$ cat src/rtl/kmeans_pkg.sv
// kmeans_pkg: constants and types shared by the k-means centroid-update stage.
//   K / D            : number of centroids and dimensions.
//   NUM_DIV          : divisions performed per epoch (one per centroid coordinate).
//   DEFAULT_*        : default coordinate and counter widths.
//   acc_width_f()    : derives the accumulator/divider width from both widths.
//   state_e          : update FSM states.
package kmeans_pkg;

  localparam int K       = 2;
  localparam int D       = 3;
  localparam int NUM_DIV = K * D;

  localparam int DEFAULT_INPUT_DATA_WIDTH = 16;
  localparam int DEFAULT_COUNT_WIDTH      = 16;

  // A sum of up to 2^count_width-1 coordinates fits in the two widths added.
  function automatic int acc_width_f(input int input_data_width, input int count_width);
    return input_data_width + count_width;
  endfunction

  typedef enum logic {
    ST_ACCUM  = 1'b0,
    ST_DIVIDE = 1'b1
  } state_e;

endpackage

$ cat src/rtl/kmeans_seq_divider.sv
// kmeans_seq_divider: unsigned restoring divider, one quotient bit per cycle.
//   clk, rst  : clock, synchronous active-high reset.
//   start     : load cycle; dividend/divisor are captured on this edge.
//   dividend  : WIDTH+1 bits. The top bit is preloaded into the partial
//               remainder, so the caller must guarantee quotient < 2^WIDTH.
//   divisor   : WIDTH bits.
//   done      : high in the last iteration cycle; quotient is valid with it.
//   quotient  : low OUT_WIDTH bits of the quotient completed on that edge.
// Latency: 1 load cycle + WIDTH iteration cycles.
module kmeans_seq_divider #(
  parameter int WIDTH     = 32,
  parameter int OUT_WIDTH = 16
) (
  input  logic                 clk,
  input  logic                 rst,
  input  logic                 start,
  input  logic [WIDTH:0]       dividend,
  input  logic [WIDTH-1:0]     divisor,
  output logic                 done,
  output logic [OUT_WIDTH-1:0] quotient
);

  localparam int                ITER_W    = $clog2(WIDTH);
  localparam logic [ITER_W-1:0] LAST_ITER = ITER_W'(WIDTH - 1);

  logic              active_q, active_d;
  logic [ITER_W-1:0] iter_q, iter_d;
  logic [WIDTH-1:0]  rem_q, rem_d;
  // Holds the unconsumed dividend bits in the top and shifts quotient bits in at the bottom.
  logic [WIDTH-1:0]  quo_q, quo_d;
  logic [WIDTH-1:0]  dvs_q, dvs_d;
  logic [WIDTH:0]    trial, diff;
  logic              fits;

  // NOTE: every signal written here gets a default first, so no path leaves
  // one unassigned and no latch is inferred.
  always_comb begin
    trial    = {rem_q, quo_q[WIDTH-1]};
    diff     = trial - {1'b0, dvs_q};
    fits     = (trial >= {1'b0, dvs_q});
    active_d = active_q;
    iter_d   = iter_q;
    rem_d    = rem_q;
    quo_d    = quo_q;
    dvs_d    = dvs_q;
    if (start) begin
      active_d = 1'b1;
      iter_d   = '0;
      rem_d    = WIDTH'(dividend[WIDTH]);
      quo_d    = dividend[WIDTH-1:0];
      dvs_d    = divisor;
    end else if (active_q) begin
      rem_d  = fits ? diff[WIDTH-1:0] : trial[WIDTH-1:0];
      quo_d  = {quo_q[WIDTH-2:0], fits};
      iter_d = iter_q + ITER_W'(1);
      if (iter_q == LAST_ITER) active_d = 1'b0;
    end
  end

  assign done     = active_q && (iter_q == LAST_ITER);
  assign quotient = quo_d[OUT_WIDTH-1:0];

  // NOTE: sequential state uses non-blocking assignments only, so every flop
  // samples the values from before the edge regardless of block order.
  always_ff @(posedge clk) begin
    if (rst) begin
      active_q <= 1'b0;
      iter_q   <= '0;
      rem_q    <= '0;
      quo_q    <= '0;
      dvs_q    <= '0;
    end else begin
      active_q <= active_d;
      iter_q   <= iter_d;
      rem_q    <= rem_d;
      quo_q    <= quo_d;
      dvs_q    <= dvs_d;
    end
  end

endmodule

$ cat src/rtl/kmeans_centroid_update_k2_d3.sv
// kmeans_centroid_update_k2_d3: per-epoch centroid update for K=2, D=3.
//   clk, rst                  : clock, synchronous active-high reset.
//   in_valid, in_last         : point strobe and end-of-epoch marker.
//   input_data0..2            : unsigned point coordinates.
//   selected_centroid         : centroid the point was assigned to.
//   busy                      : high while dividing; points are dropped.
//   out_valid                 : one-cycle pulse when new centroids are loaded.
//   centroid{0,1}_d{0,1,2}    : current centroids, held between updates.
// Optional build macro KMEANS_CENTROID_ROUNDING_EN: round-half-up means
// (dividend = sum + cnt/2) instead of truncated means. Latency is unchanged.
module kmeans_centroid_update_k2_d3
  import kmeans_pkg::*;
#(
  parameter int INPUT_DATA_WIDTH = DEFAULT_INPUT_DATA_WIDTH,
  parameter int COUNT_WIDTH      = DEFAULT_COUNT_WIDTH
) (
  input  logic                        clk,
  input  logic                        rst,
  input  logic                        in_valid,
  input  logic                        in_last,
  input  logic [INPUT_DATA_WIDTH-1:0] input_data0,
  input  logic [INPUT_DATA_WIDTH-1:0] input_data1,
  input  logic [INPUT_DATA_WIDTH-1:0] input_data2,
  input  logic                        selected_centroid,
  output logic                        busy,
  output logic                        out_valid,
  output logic [INPUT_DATA_WIDTH-1:0] centroid0_d0,
  output logic [INPUT_DATA_WIDTH-1:0] centroid0_d1,
  output logic [INPUT_DATA_WIDTH-1:0] centroid0_d2,
  output logic [INPUT_DATA_WIDTH-1:0] centroid1_d0,
  output logic [INPUT_DATA_WIDTH-1:0] centroid1_d1,
  output logic [INPUT_DATA_WIDTH-1:0] centroid1_d2
);

  localparam int AW = acc_width_f(INPUT_DATA_WIDTH, COUNT_WIDTH);
  localparam int DW = AW + 1;  // guard bit for the rounding offset
  // Accepting a point while a count holds this value saturates it: forced epoch end.
  localparam logic [COUNT_WIDTH-1:0] CNT_FORCE = {COUNT_WIDTH{1'b1}} - COUNT_WIDTH'(1);
  localparam logic [2:0]             LAST_DIV  = 3'(NUM_DIV - 1);

  logic [INPUT_DATA_WIDTH-1:0] in_pt [D];
  assign in_pt[0] = input_data0;
  assign in_pt[1] = input_data1;
  assign in_pt[2] = input_data2;

  state_e                      state_q, state_d;
  logic [AW-1:0]               sum_q [K][D], sum_d [K][D];
  logic [COUNT_WIDTH-1:0]      cnt_q [K], cnt_d [K];
  logic [2:0]                  div_idx_q, div_idx_d;
  logic                        start_q, start_d;
  logic [INPUT_DATA_WIDTH-1:0] res_q [NUM_DIV], res_d [NUM_DIV];
  logic [INPUT_DATA_WIDTH-1:0] cen_q [K][D], cen_d [K][D];
  logic                        out_valid_q, out_valid_d;

  logic [AW-1:0]               div_sum;
  logic [COUNT_WIDTH-1:0]      div_cnt;
  logic [DW-1:0]               div_dividend;
  logic                        div_done;
  logic [INPUT_DATA_WIDTH-1:0] div_quotient;

  // Operand mux: the single divider is shared across the six divisions.
  always_comb begin
    div_sum = '0;
    div_cnt = '0;
    for (int k = 0; k < K; k++) begin
      for (int d = 0; d < D; d++) begin
        if (div_idx_q == 3'(k * D + d)) begin
          div_sum = sum_q[k][d];
          div_cnt = cnt_q[k];
        end
      end
    end
`ifdef KMEANS_CENTROID_ROUNDING_EN
    div_dividend = {1'b0, div_sum} + DW'(div_cnt >> 1);
`else
    div_dividend = {1'b0, div_sum};
`endif
  end

  kmeans_seq_divider #(
    .WIDTH     (AW),
    .OUT_WIDTH (INPUT_DATA_WIDTH)
  ) u_div (
    .clk      (clk),
    .rst      (rst),
    .start    (start_q),
    .dividend (div_dividend),
    .divisor  (AW'(div_cnt)),
    .done     (div_done),
    .quotient (div_quotient)
  );

  always_comb begin
    state_d     = state_q;
    sum_d       = sum_q;
    cnt_d       = cnt_q;
    div_idx_d   = div_idx_q;
    start_d     = 1'b0;
    res_d       = res_q;
    cen_d       = cen_q;
    out_valid_d = 1'b0;
    case (state_q)
      ST_ACCUM: begin
        if (in_valid) begin
          for (int d = 0; d < D; d++) begin
            sum_d[selected_centroid][d] = sum_q[selected_centroid][d] + AW'(in_pt[d]);
          end
          cnt_d[selected_centroid] = cnt_q[selected_centroid] + COUNT_WIDTH'(1);
          if (in_last || (cnt_q[selected_centroid] == CNT_FORCE)) begin
            state_d   = ST_DIVIDE;
            div_idx_d = '0;
            start_d   = 1'b1;
          end
        end
      end
      ST_DIVIDE: begin
        // Points arriving now are dropped: sums and counts stay frozen so the
        // divider operands remain stable for the whole DIVIDE phase.
        if (div_done) begin
          res_d[div_idx_q] = div_quotient;
          if (div_idx_q == LAST_DIV) begin
            for (int k = 0; k < K; k++) begin
              for (int d = 0; d < D; d++) begin
                // An empty cluster keeps its previous centroid.
                if (cnt_q[k] != '0) cen_d[k][d] = res_d[k * D + d];
                sum_d[k][d] = '0;
              end
              cnt_d[k] = '0;
            end
            out_valid_d = 1'b1;
            state_d     = ST_ACCUM;
          end else begin
            div_idx_d = div_idx_q + 3'd1;
            start_d   = 1'b1;
          end
        end
      end
      default: state_d = ST_ACCUM;
    endcase
  end

  // NOTE: these register arrays are architectural state (accumulators and
  // visible centroids), so every entry is reset, not just the control flops.
  always_ff @(posedge clk) begin
    if (rst) begin
      state_q     <= ST_ACCUM;
      div_idx_q   <= '0;
      start_q     <= 1'b0;
      out_valid_q <= 1'b0;
      for (int k = 0; k < K; k++) begin
        cnt_q[k] <= '0;
        for (int d = 0; d < D; d++) begin
          sum_q[k][d] <= '0;
          cen_q[k][d] <= '0;
        end
      end
      for (int i = 0; i < NUM_DIV; i++) res_q[i] <= '0;
    end else begin
      state_q     <= state_d;
      div_idx_q   <= div_idx_d;
      start_q     <= start_d;
      out_valid_q <= out_valid_d;
      sum_q       <= sum_d;
      cnt_q       <= cnt_d;
      res_q       <= res_d;
      cen_q       <= cen_d;
    end
  end

  assign busy         = (state_q == ST_DIVIDE);
  assign out_valid    = out_valid_q;
  assign centroid0_d0 = cen_q[0][0];
  assign centroid0_d1 = cen_q[0][1];
  assign centroid0_d2 = cen_q[0][2];
  assign centroid1_d0 = cen_q[1][0];
  assign centroid1_d1 = cen_q[1][1];
  assign centroid1_d2 = cen_q[1][2];

endmodule

$ cat config.mk
export PLATFORM = sky130hd
export DESIGN_NAME = kmeans_centroid_update_k2_d3
export DESIGN_NICKNAME = d
export VERILOG_FILES = /design/src/rtl/kmeans_pkg.sv /design/src/rtl/kmeans_seq_divider.sv /design/src/rtl/kmeans_centroid_update_k2_d3.sv
export SDC_FILE = /design/constraint.sdc
export NUM_CORES = 1
export LEC_CHECK = 0
export CAP_MARGIN = 25
export CORE_MARGIN = 8
export CORE_UTILIZATION = 45
export CTS_BUF_LIST = sky130_fd_sc_hd__clkbuf_8 sky130_fd_sc_hd__clkbuf_16
export DETAILED_ROUTE_END_ITERATION = 16
export GPL_ROUTABILITY_DRIVEN = 0
export HOLD_SLACK_MARGIN = 0.12
export SYNTH_ARGS = -nofsm -noshare
export SYNTH_HDL_FRONTEND = slang
export SYNTH_SLANG_ARGS = --single-unit
$ cat constraint.sdc
create_clock -name clk -period 5.7 [get_ports clk]
set_input_delay 0.57 -clock clk [delete_from_list [all_inputs] [get_ports clk]]
set_output_delay 0.57 -clock clk [all_outputs]
set_load 0.01 [all_outputs]
# After elaboration in Yosys (flattened, before gate mapping)
# Index checks and enable logic that the tools add are counted.
# totals
mem_bits_ro	0
reg_bits	508
inputBits	53
word_cells	133
n_memories	0
ram_bits	0
latchBits	0
out_inout_bits	98
# op_classes
mul	0
muxes	60
reduce_logical	15
n_eq_ne	12
bitwise	4
magnitude_cmp	5
n_shift	0
div_mod_pow	0
n_addsub	7
# ops
cell	count
$bwmux W192	3
$mux W192	3
$mux W32	13
$mux W96	4
$pmux W192 S2	1
$demux W96 S1	3
$mux W16	11
$add A32 B16 Y32	3
$bwmux W96	1
$mux W64	1
$pmux W32 S2	1
$demux W16 S3	1
$ge A33 B16 Y1	1
$bwmux W32	1
$reduce_bool A16 Y1	2
$sub A32 B16 Y32	1
$add A16 B1 Y16 const B	1
$demux W16 S1	1
$eq A16 B16 Y1 const B	1
$mux W3	4
$reduce_and A4 Y1	3
$mux W1	9
$eq A3 B2 Y1 const B	2
$eq A3 B3 Y1 const B	2
23 further kinds	30

# Logic depth before layout (Yosys ltp)
# Gate-level depths: netlist (run 1).
# depth
word_depth	10
depth_mapped	20
mapped_depth_nobuf	12

# Cells and area by module
# A second synthesis (run 1) with hierarchy kept.
# unflattened
cells_unflattened	3523
hier_area_um2	28723.8
# by_module_without_submodules
module	cells_each	seq_area_each_um2	instances	area_each_um2
kmeans_centroid_update_k2_d3	2716	8448.1	1	22263.9
kmeans_seq_divider	807	2042.0	1	6459.9

# Least setup slack after synthesis (run 1)
# No wires, ideal clock.
# synth_timing
path_type	input to register
start	input selected_centroid
end	register sum_q[118] in the netlist's numbering
required_time_ns	5.626
arrival_time_ns	4.728
stages	20
setup_slack_ns	0.898
setup_time_ns	0.074
n_path_buf	8
cell_sequence	buf_2 buf_2 buf_2 buf_2 buf_2 clkbuf_1 buf_1 mux2_2 ha_1 inv_1 fa_1 nor2b_1 o31a_1 o221a_2 o2111ai_1 a21oi_1 or2_2 clkbuf_1 a21o_1 a31oi_1
# synth_between
elab_chain_cells	10
elab_cells_between_ends	19
classes_between	add/sub (3); order compare (2); mux (12); bitwise (1); reduce/logical (1)
# synth_lines
element	line_no	source
start, declared	kmeans_centroid_update_k2_d3.sv:24	input logic selected_centroid,
$not A1 Y2 (not written as such) *	kmeans_centroid_update_k2_d3.sv:106	sum_d[selected_centroid][d] = sum_q[selected_centroid][d] + AW'(in_pt[d]);
$mux W96 (not written as such) (3 in series)	kmeans_centroid_update_k2_d3.sv:106	
$add A32 B16 Y32	kmeans_centroid_update_k2_d3.sv:106	
$bwmux W192 (2 in series)	kmeans_centroid_update_k2_d3.sv:106	
$bwmux W192 *	kmeans_centroid_update_k2_d3.sv:106	
$mux W192 *	kmeans_centroid_update_k2_d3.sv:104	if (in_valid) begin
$pmux W192 S2 *	kmeans_centroid_update_k2_d3.sv:102	case (state_q)
end signal, assigned	kmeans_centroid_update_k2_d3.sv:163	sum_q <= sum_d;
end, declared	kmeans_centroid_update_k2_d3.sv:47	logic [AW-1:0] sum_q [K][D], sum_d [K][D];
# Every way passes the cells marked *; elsewhere a longest branch is shown, timed or not. The select of a mux whose other input is x is not followed.
# A chain may end at the register's enable or synchronous reset.

# Final worst setup path (run 1)
# layout_timing
start	input selected_centroid
end	register sum_q[61] in the netlist's numbering
# The elaborated chain is that of the path after synthesis.

==> results of run 1 <==
-- per-layer routing --
metal / share of wire (%) / GRT usage [%] / routed length, µm / vias up
li1: - / - / - / 11700
met3: 7.5 / 4.39 / 6190 / 125
met2: 45 / 37.9 / 37100 / 913
met1: 45 / 33.3 / 37800 / 11800
met5: 0 / 0 / 0 / -
met4: 2.4 / 6.96 / 1960 / 0
-- path summary, 6_finish.rpt --
path,to,slack [ns],cells after the start
setup reg to reg,centroid1_d1[2],1.72,11
setup / recovery,sum_q[61],1.63,11
hold / removal,u_div.quo_q[18],0.46,2
hold reg to reg,centroid1_d1[15],0.46,2
-- cells by family after synthesis --
group	count (synthesis)	synth area share [%]
DFF	508	39.1
adders and majority gates	77	3.82
AOI/OAI and AO/OA	987	25.2
xor gates and xnor gates	77	2.59
buffers and inverters	313	4.77
and+or+nand+nor	1163	20.4
muxes	101	4.14
-- where the power goes --
group          switching [mW]  total (mW)  internal [mW]
Sequential             0.0810        3.72           3.63
Clock                    1.55        3.86           2.30
Combinational           0.728        1.21          0.483
-- Yosys cell counts, types with 27 or more instances --
cell type / number / share of area, %
o21ai_0: 155 / 3.0
mux2i_1: 47 / 1.8
a21oi_1: 256 / 4.9
mux2_2: 54 / 2.3
a31oi_1: 81 / 1.9
nor3_1: 144 / 2.8
clkbuf_1: 205 / 3.0
a21o_1: 28 / 0.81
nand2_1: 214 / 3.1
a221oi_1: 31 / 1.0
nor2_1: 486 / 7.0
xnor2_1: 58 / 2.0
inv_1: 55 / 0.79
ha_1: 73 / 3.5
nand3b_1: 27 / 0.78
o31ai_1: 31 / 0.89
nand3_1: 119 / 2.3
a211oi_1: 185 / 5.3
a22oi_1: 41 / 1.2
nor2b_1: 28 / 0.67
a22o_1: 49 / 1.6
dfxtp_1: 508 / 39
-- flip-flops by register name, indices dropped and copies added, names as in the netlist, 32 cells and up --
| name | cells |
|---|---|
| sum_q | 192 |
| res_q | 96 |
| u_div.rem_q | 32 |
| u_div.quo_q | 32 |
| cnt_q | 32 |
-- final cells by class --
cell class	count	area share [%]
diodes	1	0.00832
clock buffers	71	5.31
clock inverters	33	1.34
inverters	55	0.686
multi-input cells	2405	49.0
flip-flops and latches	508	33.8
well taps	765	3.18
repair buffers	206	6.65
-- metrics by stage --
step	setup slack (ns)	hold slack, ns	power (mW)	area, µm²
2_1_floorplan	0.898	0.448	4.68	26000
3_3_place_gp	1.12	0.447	4.95	28000
3_5_place_dp	1.12	0.454	4.98	28000
6_report	1.63	0.457	8.78	30100
4_1_cts	1.77	0.463	8.83	30000
5_1_grt	1.34	0.489	9.12	30100
-- critical path, cell delays in order --
cell,delay [ns]
buf_4,0.55
mux2_2,0.41
ha_1,0.35
and3_1,0.27
and3b_1,0.20
o31a_1,0.29
o311ai_1,0.89
a21oi_1,0.42
and3_1,0.32
a21oi_1,0.14
a31oi_1,0.05
==> results.txt, run 1 <==
----------------------------------------------------
[Clock network]
  Root Buffer ... clkbuf_16
  CTS Sinks ... 508
  Cts-stage hold buffer count ... 0
  Reg clk slew, reported paths ... 0.06 ns
  Post-CTS setup-driven buffer insertion count ... 0
  Clock Path Buffers ... 3
  CTS resizes ... 0
  Clock latency at the later pin of the worst-skew pair ... 0.63 ns
  CTS tree ... done
  Clock buffers created by TritonCTS ... 55
  Maximum level of the CTS H-tree ... 2

[Route]
  Post-route DRC violation count ... 0
  Total iterations of the first detailed-routing run ... 6
  Routed WL per cell ... 20.5 µm
  Number of vias in the routed layout ... 24600
  Drt initial violations ... 2472
  Via density per instance ... 6.07
  Wire length reported by the detailed router ... 83.0 mm
  Residual antenna-violating net count after detailed routing ... 0

[Floorplanning]
  DIE AREA ... 0.0658 mm²
  Number of primary I/O pins ... 151
  Die Ht ... 256 µm
  Floorplan die width ... 256 µm
  Area of the core ... 0.0575 mm²
  Floorplan row count ... 88
  Initial core utilization ... 45.3%

[Worst setup path]
  Largest driver fanout on the critical path ... 46
  Nature of the critical path endpoint ... register
  Crit path required time ... 6.17 ns
  Critical path startpoint ... selected_centroid
  CP Data Arrival Time ... 4.54 ns
  CP Launch Type ... input pin
  CP Class ... in2reg
  Beginning of the worst register-to-register path ... div_idx_q[1]

[Final layout]
  Number of cells in the finished layout apart from fillers ... 4044
  Core Util, Final ... 52.4%
  Proportion of layout cells with a drive suffix above 1 ... 8.30%
  Commonest cells after routing, fill and taps aside ... dfxtp_1 (506), nor2_1 (478), a21oi_1 (256)
  Final Net Count ... 3361
  Number of filler cells placed in the layout ... 5431
  Register cell area after layout ... 0.0102 mm²
  Area of combinational cells with multiple inputs ... 0.0147 mm²
  Leading cell type in the layout, fill and taps excluded ... dfxtp_1
  Area growth syn-to-layout ... 15.6%

[Pwr]
  Worst vdd rail ir drop ... 0.000245 V
  Leakage power summed over all cells ... 10.8 nW
  Ratio of total power to cell area ... 292 mW/mm²

[Synthesis]
  Gate Count Post-Synth ... 3226
  Share of async-settable or async-resettable flops after synthesis ... 0%
  Sequential cell area fraction in the yosys report ... 39.1%
  Number of library cell types mapped by synthesis ... 80
  Average cell area after synthesis ... 8.07 µm²
  Synthesis warning total ... 0
  Number of nets in the synthesized netlist ... 3356
  EDFF count, synth ... 0
  Synthesized cell area ... 0.0260 mm²
  Main synth FF type ... dfxtp_1
  Synthesized flop and latch total ... 508

[STA]
  Shortest clock period the worst path allows after layout ... 4.07 ns
  Actual transition at the worst max-transition pin ... 1.16 ns
  Slew Limit Fails ... 0
  Relative max-transition margin ... 22.4%
  Highest achievable clock rate ... 246 MHz
  Setup-violating endpoint count in the final report ... 0
  TNS Setup ... 0 ns
  Setup clock skew after layout ... 0.0206 ns
  Hold Vio Cnt, Final ... 0
  Crit share post-route ... 71.3%
  Setup repair after global routing missed its margin ... false

[Min path]
  Startpoint of the most critical hold path ... rst
  Worst min-delay path category ... in2reg

[Placement]
  Placed instance count ... 3936
  Post-DP HPWL ... 55.3 mm
  Count of buffers inserted at the top-level ports ... 150

[GRT]
  Overflow left after global routing ... 0
  Total global-route track usage ... 24.0%
  Via count of the first global-routing pass ... 23300
  Number of antenna violations at the first check in global routing ... 1
  Global-route wire length before repair ... 131 mm
  Largest net degree at the start of global routing ... 179

[Status]
  Run status ... complete, no violations

[Run]
  Number of maximum-capacitance violations ... 0

----------------------------------------------------
No activity file was read; power rests on OpenSTA's default activity.
==> run 2, diff against run 1 <==
--- a/config.mk
+++ b/config.mk
@@ -12,6 +12,7 @@
 export DETAILED_ROUTE_END_ITERATION = 16
 export GPL_ROUTABILITY_DRIVEN = 0
 export HOLD_SLACK_MARGIN = 0.12
+export PLACE_DENSITY = 0.65
 export SYNTH_ARGS = -nofsm -noshare
 export SYNTH_HDL_FRONTEND = slang
 export SYNTH_SLANG_ARGS = --single-unit
==> constraint.sdc (replaced) <==
create_clock -name clk -period 3.3 [get_ports clk]
set_input_delay 0.33 -clock clk [delete_from_list [all_inputs] [get_ports clk]]
set_output_delay 0.33 -clock clk [all_outputs]
set_load 0.01 [all_outputs]
==> run 2 against run 1 <==
Sequential share of layout area is 1.1 points lower. Combinational power is 86% higher. Routed wire length is 1.0% higher. Final area is 3.4% higher. Global-route usage is 0.17 points higher. Final cell count is 2.5% higher. Critical path type is now reg2reg. Clock-buffer cell count stayed put. Core utilization is 1.8 points higher. Worst hold slack worse by 0.030 ns. Power is 70% higher. Clock power is 62% higher. Critical endpoint is now res_q[79].
==> results.txt, run 2 (same netlist as run 1, synthesis figures left out) <==
----------------------------------------------------
[Route]
  Drt initial violations ... 2380
  Post-route DRC violation count ... 0
  Routed WL per cell ... 20.2 µm
  Residual antenna-violating net count after detailed routing ... 0
  Total iterations of the first detailed-routing run ... 8
  Wire length reported by the detailed router ... 83.9 mm
  Number of vias in the routed layout ... 25100
  Via density per instance ... 6.05

[GRT]
  Largest net degree at the start of global routing ... 109
  Global-route wire length before repair ... 132 mm
  Via count of the first global-routing pass ... 23700
  Total global-route track usage ... 24.2%
  Overflow left after global routing ... 0
  Number of antenna violations at the first check in global routing ... 0

[Worst setup path]
  Largest driver fanout on the critical path ... 7
  Delay contributed by the slowest stage of the critical path ... 0.50 ns
  Number of cells on the worst reg-to-reg path ... 9
  CP Data Arrival Time ... 3.64 ns
  Setup slack of the most critical reg-to-reg path ... 0.18 ns
  Reg-to-reg endpoint ... res_q[79]
  Beginning of the worst register-to-register path ... div_idx_q[1]
  Kind of cell adding the most delay to the critical path ... simple AND/OR/NAND/NOR gates
  CP Class ... reg2reg
  Worst path buffer plus inverter count ... 2
  Crit path required time ... 3.82 ns
  Cells along the critical path ... inv_1, ha_1, nor2b_2, a221oi_1, o311a_1, nor3_1, a311oi_2, buf_4, a211oi_1
  Highest-delay cell along the critical path ... nor2b_2
  CP Launch Type ... register
  Nature of the critical path endpoint ... register

[Pwr]
  Leakage power summed over all cells ... 11.3 nW
  Sw Share ... 27.3%
  Post-layout power ... 14.9 mW
  Logic pwr share ... 15.1%
  Seq pwr share ... 43.1%
  Switching power total ... 4.08 mW
  Ratio of total power to cell area ... 480 mW/mm²
  Clock power share ... 41.9%
  Worst vdd rail ir drop ... 0.000471 V
  Internal power ... 10.8 mW

[Floorplanning]
  Floorplan row count ... 88
  DIE AREA ... 0.0658 mm²
  Initial core utilization ... 45.3%
  Number of primary I/O pins ... 151
  Floorplan die width ... 256 µm
  Die Ht ... 256 µm
  Area of the core ... 0.0575 mm²

[Run]
  Number of maximum-capacitance violations ... 0

[Placement]
  Total cell area at the placement stage ... 0.0292 mm²
  Count of buffers inserted at the top-level ports ... 150
  Post-DP HPWL ... 58.8 mm

[STA]
  Relative max-transition margin ... 31.4%
  Final worst hold slack ... 0.427 ns
  Shortest clock period the worst path allows after layout ... 3.12 ns
  Actual transition at the worst max-transition pin ... 1.03 ns
  Setup-violating endpoint count in the final report ... 0
  Crit share post-route ... 94.7%
  Highest achievable clock rate ... 320 MHz
  Hold Vio Cnt, Final ... 0
  Setup clock skew after layout ... 0.0315 ns
  Setup repair after global routing missed its margin ... false
  Slew Limit Fails ... 0

[Final layout]
  Number of flip-flops under the largest register name ... 192
  Number of filler cells placed in the layout ... 5384
  Final std cell area, no fill ... 0.0311 mm²
  Proportion of layout cells with a drive suffix above 1 ... 12.1%
  Number of diodes ... 0
  Leading cell type in the layout, fill and taps excluded ... dfxtp_1
  Largest registers in the final layout ... sum_q: 192 flops, res_q: 96 flops
  Top reg by flops ... sum_q
  Final Net Count ... 3464
  Area growth syn-to-layout ... 19.5%
  Core Util, Final ... 54.1%
  Commonest cells after routing, fill and taps aside ... dfxtp_1 (506), nor2_1 (479), a21oi_1 (251)

[Min path]
  Count of cells along the worst hold path ... 5
  Startpoint of the most critical hold path ... selected_centroid
  Sink of the worst hold path ... sum_q[64]
  Worst min-delay path category ... in2reg

[Status]
  Run status ... complete, no violations

[Clock network]
  CTS tree ... done
  Clock latency at the later pin of the worst-skew pair ... 0.62 ns
  Root Buffer ... clkbuf_16
  Reg clk slew, reported paths ... 0.06 ns
  Clock buffers created by TritonCTS ... 56
  Clock Path Buffers ... 3
  Maximum level of the CTS H-tree ... 2
  CTS Sinks ... 508

----------------------------------------------------
run 2: metrics by stage:
step	instances	setup slack (ns)	TNS (ns)
final	4144	0.176	0
after global routing	4144	0.00247	0
after CTS	4144	0.140	0
after detailed placement	4040	-0.0678	-0.187
after global placement	4039	-0.0720	-0.0972
after floorplan	3226	-0.314	-20.31
run 2: worst register-to-register path, stage by stage, from the launching register on:
cell and delay (ns):
dfxtp_1 0.31, inv_1 0.20, ha_1 0.33, nor2b_2 0.50, a221oi_1 0.16, o311a_1 0.31, nor3_1 0.48, a311oi_2 0.21
buf_4 0.27, a211oi_1 0.25
run 2: worst max-delay path by stage:
stage,from,end,depth (start not counted)
4_1_cts,div_idx_q[1],res_q[31],9
6_report,div_idx_q[1],res_q[79],9
5_1_grt,sum_q[98],sum_q[125],11
2_1_floorplan,selected_centroid,sum_q[18],20
3_5_place_dp,selected_centroid,sum_q[125],13
3_3_place_gp,selected_centroid,sum_q[88],13
run 2: power by group through the flow:
stage	clock [mW]	combinational [mW]	sequential, mW
CTS	6.34	2.22	6.42
global route	6.57	2.45	6.44
global placement	0	2.16	6.55
finish	6.25	2.25	6.43
detailed placement	0	2.21	6.56
floorplan	0	1.65	6.50
run 2: metal layers:
metal  up-vias  global-route usage [%]  share of wire [%]
li1      12000                       -                  -
met1     11900                    32.1                 43
met2      1008                    39.1                 46
met3       200                    3.36                6.6
met4         0                    10.1                3.9
met5         -                       0                  0
run 2: area by class of cell:
type | count | area, µm² | area share, %
multi-input cells | 2405 | 15100 | 48.5
inverters | 55 | 206 | 0.664
well taps | 765 | 957 | 3.08
clock inverters | 32 | 250 | 0.805
flip-flops and latches | 508 | 10200 | 32.7
repair buffers | 308 | 2800 | 9.02
clock buffers | 71 | 1620 | 5.21
run 2: what timing repair did:
| item | CTS | global route |
|---|---|---|
| endpoints found under the hold margin | 14 | 0 |
| resized for setup | 0 | 0 |
| hold buffers | 1 | 0 |
| setup buffers | 0 | 0 |
